### src/rtl/dl_report_arbiter.sv
// Deadlock report arbiter: confirms a persistent candidate from the
// detect units, reports it once over a valid/ready port and holds until rearmed.
module dl_report_arbiter #(
    parameter int N_PROC      = 2,
    parameter int CONFIRM_CYC = 4,
    parameter int CNT_W       = 32,
    localparam int IDX_W      = (N_PROC > 2) ? $clog2(N_PROC) : 1
) (
    input  logic              reset,
    input  logic              clock,
    input  logic [N_PROC-1:0] dl_in_vec,
    input  logic              rearm,
    output logic              dl_detect_out,
    output logic [N_PROC-1:0] origin,
    output logic              token_clear,
    output logic              rpt_valid,
    input  logic              rpt_ready,
    output logic [IDX_W-1:0]  rpt_idx,
    output logic [CNT_W-1:0]  rpt_cycle,
    output logic [N_PROC-1:0] rpt_vec
);

    localparam logic [1:0] S_IDLE    = 2'd0;
    localparam logic [1:0] S_CONFIRM = 2'd1;
    localparam logic [1:0] S_REPORT  = 2'd2;
    localparam logic [1:0] S_HOLD    = 2'd3;

    localparam logic [8:0] CONF_LIM = 9'(CONFIRM_CYC);

    logic [1:0]        state;
    logic [IDX_W-1:0]  cand;
    logic [7:0]        conf;
    logic [CNT_W-1:0]  cyc_cnt;
    logic [IDX_W-1:0]  low_idx;
    logic [N_PROC-1:0] cand_oh;
    logic              any_set;
    logic              cand_hit;
    logic              conf_done;

    // Lowest-index set bit wins when several candidates rise together
    always_comb begin
        low_idx = '0;
        for (int i = N_PROC - 1; i >= 0; i--) begin
            if (dl_in_vec[i]) begin
                low_idx = IDX_W'(i);
            end
        end
    end

    assign any_set  = |dl_in_vec;
    assign cand_oh  = {{(N_PROC-1){1'b0}}, 1'b1} << cand;
    assign cand_hit = |(dl_in_vec & cand_oh);

    // The IDLE cycle counts as the first high cycle, so the current
    // confirm cycle completes the window when conf + 1 reaches the limit.
    assign conf_done = ({1'b0, conf} + 9'd1) >= CONF_LIM;

    assign origin        = (state == S_IDLE) ? '0 : cand_oh;
    assign dl_detect_out = (state == S_REPORT) || (state == S_HOLD);
    assign rpt_valid     = (state == S_REPORT);
    assign token_clear   = ((state == S_CONFIRM) && !cand_hit) ||
                           ((state == S_HOLD) && rearm);

    // Free-running timestamp counter, wraps naturally
    always_ff @(posedge clock or negedge reset) begin
        if (!reset) begin
            cyc_cnt <= '0;
        end else begin
            cyc_cnt <= cyc_cnt + CNT_W'(1);
        end
    end

    // Candidate confirmation, report handshake and hold/rearm sequencing
    always_ff @(posedge clock or negedge reset) begin
        if (!reset) begin
            state     <= S_IDLE;
            cand      <= '0;
            conf      <= '0;
            rpt_idx   <= '0;
            rpt_cycle <= '0;
            rpt_vec   <= '0;
        end else begin
            case (state)
                S_IDLE: begin
                    if (any_set) begin
                        cand  <= low_idx;
                        conf  <= 8'd1;
                        state <= S_CONFIRM;
                    end
                end
                S_CONFIRM: begin
                    if (!cand_hit) begin
                        state <= S_IDLE;
                    end else if (conf_done) begin
                        state     <= S_REPORT;
                        rpt_idx   <= cand;
                        rpt_cycle <= cyc_cnt;
                        rpt_vec   <= dl_in_vec;
                    end else begin
                        conf <= conf + 8'd1;
                    end
                end
                S_REPORT: begin
                    if (rpt_ready) begin
                        state <= S_HOLD;
                    end
                end
                S_HOLD: begin
                    if (rearm) begin
                        state <= S_IDLE;
                    end
                end
                default: begin
                    state <= S_IDLE;
                end
            endcase
        end
    end

endmodule
### config.mk
export PLATFORM = sky130hd
export DESIGN_NAME = dl_report_arbiter
export DESIGN_NICKNAME = d
export VERILOG_FILES = /design/src/rtl/dl_report_arbiter.sv
export SDC_FILE = /design/constraint.sdc
export NUM_CORES = 1
export LEC_CHECK = 0
export ABC_AREA = 1
export CAP_MARGIN = 40
export CORE_MARGIN = 5
export CORE_UTILIZATION = 30
export DETAILED_ROUTE_END_ITERATION = 12
export SETUP_SLACK_MARGIN = 0.5
export SYNTH_ARGS = -nofsm -noshare
export SYNTH_HDL_FRONTEND = slang
export SYNTH_SLANG_ARGS = --single-unit
### constraint.sdc
create_clock -name clock -period 1.6 [get_ports clock]
set_input_delay 0.4 -clock clock [delete_from_list [all_inputs] [get_ports clock]]
set_output_delay 0.4 -clock clock [all_outputs]
set_load 0.1 [all_outputs]
After elaboration in Yosys (flattened, before gate mapping):

Cells that the tools add are included.

* $add $sub $neg: 3
* magnitude comparators: 1
* equal/unequal tests: 9
* shift-type cells: 1
* multiplexer cells: 13
* bitwise gates (word level): 1
* reduce and logical (&&, ||, !) cells: 13

Operator list (number)
* $add 32x1->32 const B: 1
* $mux 8: 3
* $pmux 8 s2: 1
* $mux 2: 6
* $add 8x1->9 const B: 1
* $ge 9x3->1 const B: 1
* $add 8x1->8 const B: 1
* $ne 2x2->1 const B: 4
* $pmux 2 s4: 1
* $reduce_and 4->1: 2
* $eq 2x2->1 const B: 2
* $reduce_or 2->1: 2
* $ne 3x3->1 const B: 1
* $reduce_and 3->1: 1
* $and 2x2->2: 1
* $eq 2x1->1 const B: 1
* $logic_and 1x1->1: 2
* $logic_not 2->1: 1
* $logic_or 1x1->1: 2
* $mux 1: 2
* $ne 2x1->1 const B: 1
* $reduce_and 2->1: 1
* $reduce_bool 2->1: 1
* $shl 1x1->2 const A: 1
* $logic_not 1->1: 1

* flip-flop bits (word level): 78
* logic and storage cells: 48

Longest topological paths before layout:

* depth after elaboration: 6
* mapped depth: 12
* gate-level depth less buffers: 12

Worst setup path before layout:

No wires, ideal clock.

* kind: reg-to-reg
* from: register with a tool-made name
* to: register state[0]
* library setup time: 117 ps
* data arrival time: 2264 ps
* required time: 1483 ps
* setup slack: -780 ps
* stages on the path, launching flop included: 9
* path through: dfrtp_1 buf_2 inv_1 nor2_1 nand2_1 o31ai_1 nor2_1 nand3_1 nand2_1

RTL lines
* to (signal assigned): RTL line 76 `state <= S_IDLE;`
* to (signal assigned): RTL line 88 `state <= S_CONFIRM;`
* to (signal assigned): RTL line 93 `state <= S_IDLE;`
* to (decl): RTL line 30 `logic [1:0] state;`

==> impl_metrics.json <==
{
  "p_leak_nw": 3.25,
  "required_ps": 1200,
  "met1_length_um": 4490,
  "die_area_sq_um": 15100,
  "clk_latency_ps": 330,
  "clk_path_buf_depth": 2,
  "hp-class": "primary input to async pin",
  "tightest_slew_ps": 334,
  "drive_gt1_share_pct": 64.4,
  "cts_tree": "built",
  "ys_ff_latch": 78,
  "clock_sinks": 78,
  "initial_utilization_pct": 30.5,
  "syn-mean-instance-area_sq_um": 9.48,
  "pin_count": 46,
  "numCtsBuffers": 9,
  "max-vdd-ir-drop_mv": 0.629,
  "drv_cap": 0,
  "status": "finished with violations",
  "r2r_cells": 13,
  "wire_per_inst_um": 14.8,
  "syn_nets": 412,
  "muxShareOfSynthArea_pct": 0,
  "critPathCaptureType": "output port",
  "drtIter0Drc": 166,
  "seqCellArea_sq_um": 2010,
  "die_x_um": 123,
  "tns_ps": -4340,
  "setup_slack_ps": -138,
  "fp.dieH_um": 123,
  "synth_compound_area_share_pct": 7.32,
  "hold_ws_ps": 441,
  "overflow": 0,
  "hold_viol": 0,
  "antenna_left": 0,
  "synthAdderAreaFrac_pct": 0.654,
  "power_density_nw_per_um2": 1220,
  "final_util_pct": 54.6,
  "ys_seq_area_share_pct": 51.0,
  "grt_pass1_wl_um": 16700,
  "cts.htree.levels": 3,
  "final_cell_area_sq_um": 6860,
  "core_area_sq_um": 12600,
  "synth_top_family_by_area": "simple AND/OR/NAND/NOR gates",
  "r2r-start": "conf[0]",
  "path_max_fanout": 5,
  "fmax_ghz": 0.575,
  "finalWirelength_um": 11100,
  "drc": 0,
  "area_growth_pct": 79.3,
  "synth_xor_area_share_pct": 6.86,
  "rsz0062_at_grt": "yes",
  "r2r-end": "rpt_cycle[6]",
  "syn_inst": 404,
  "multi_input_area_sq_um": 2080,
  "cp.arrival_ps": 1340,
  "first_global_vias": 3431,
  "placed_cell_area_sq_um": 5200,
  "antenna_found_initial": 0,
  "first_pass_iters": 4,
  "yosys.area_share.simple_pct": 25.9,
  "maxSlewHeadroom_pct": 77.5,
  "period_share_pct": 109,
  "top_layer_used": "met4",
  "grt_usage_pct": 14.0,
  "finalSetupViolCount": 49,
  "gp_congestion": 0.875,
  "instances_no_fill": 750,
  "dr_wl_met2_um": 5760,
  "clk_pin_slew_ps": 60,
  "startpoint_type": "flop",
  "yosysWarnings": 0,
  "final_cell_mix": "86 x buf_4, 57 x nand2_1, 48 x dfrtp_2, 44 x buf_12, 34 x inv_1",
  "io_buffers": 45,
  "violations": "negative setup slack",
  "num-fill-cells": 984,
  "worst_clock_skew_ps": 4.51,
  "antenna_cells": 0,
  "std_cell_rows": 41,
  "slew_violations": 0,
  "rrSetupSlack_ps": -130,
  "dp_slack_ps": -296,
  "hpwl_um": 6300,
  "total_power_mw": 8.40,
  "final_common_cell": "buf_4",
  "met3WireLength_um": 468,
  "via_per_inst": 4.57,
  "fin_nets": 581,
  "ctsRootBufferMaster": "clkbuf_16",
  "fin_crit_ps": 1740,
  "num_vias": 3430,
  "yosysUniqueCellTypes": 29,
  "crit_type": "flop to output port",
  "syn_area_sq_um": 3830,
  "dpl.cell_count": 630,
  "grt_max_degree": 48
}
## how the worst max path moves through the flow
stage,from,to,depth (start not counted)
detailed placement,dl_in_vec[0],token_clear,5
floorplan,conf[0],rpt_idx,12
global route,conf[1],rpt_cycle[16],12
CTS,conf[0],rpt_cycle[9],13
global placement,dl_in_vec[0],token_clear,5
finish,flop,origin[1],4
## repair_timing
item                                    in CTS  in global routing
endpoints found under the hold margin        8                  0
hold buffers                                 1                  0
setup buffers                               72                 29
cloned                                       2                  0
pin swaps                                   39                 33
resized for setup                           76                 54
endpoints found under the setup margin     111                113
## power breakdown
group          internal, mW  switching [mW]  leakage (nW)
Clock                  1.52           0.805         0.159
Sequential             2.16           0.200         0.983
Combinational          1.49            2.23          2.11
## critical path, cell delays in order, from the launching register on
cell     delay, ps
dfrtp_2        460
buf_6          150
nor2_4         160
nor2_4          60
buf_12         160
## per-layer routing
layer	up-vias	global-route usage [%]
li1	1634	-
met1	1678	17.0
met2	82	24.3
met3	36	3.39
met4	0	4.91
met5	-	0
## cell usage after synthesis
cell type  count  share of area [%]
a21oi_1        8                1.0
buf_12         4                2.1
buf_2          3               0.39
buf_4          1               0.20
buf_6          2               0.59
clkbuf_1       1              0.098
dfrtp_1       78                 51
ha_1           2               0.65
inv_1         49                4.8
inv_2          1              0.098
nand2_1       79                7.7
nand2_2       28                4.6
nand2_8        1               0.52
nand3_1       28                3.7
nand3_2        1               0.26
nand3_4        1               0.46
nand4_1        9                1.5
nor2_1        24                2.4
nor2_2         2               0.33
nor2_4         5                1.5
nor3_1        12                1.6
nor3_2         2               0.52
nor3b_2        2               0.65
nor4_1         2               0.33
o21ai_0        1               0.13
o21ai_1        2               0.26
o21ai_2       24                5.5
o31ai_1        2               0.39
xor2_1        30                6.9
## cell type report
| type | instances | area share, % |
|---|---|---|
| Clock inverter | 6 | 1.60 |
| Tap cell | 172 | 3.14 |
| Multi-Input combinational cell | 265 | 30.2 |
| Inverter | 50 | 2.88 |
| Clock buffer | 10 | 3.34 |
| Timing Repair Buffer | 169 | 29.5 |
| Sequential cell | 78 | 29.3 |
## registers in the layout, indices dropped and copies added, names as in the netlist, named ones only
name	cells
cyc_cnt	32
state	1
rpt_vec	2
rpt_idx	1
cand	1
rpt_cycle	32
conf	8
## kinds of logic (layout without fill, tap and decap cells)
logic type,after synthesis,in the layout
fa+ha+maj,2,2
flops,78,78
compound gates,37,37
simple gates,196,196
xor+xnor,30,30
buf+inv,61,235
Power figures use the tool's default switching activity.
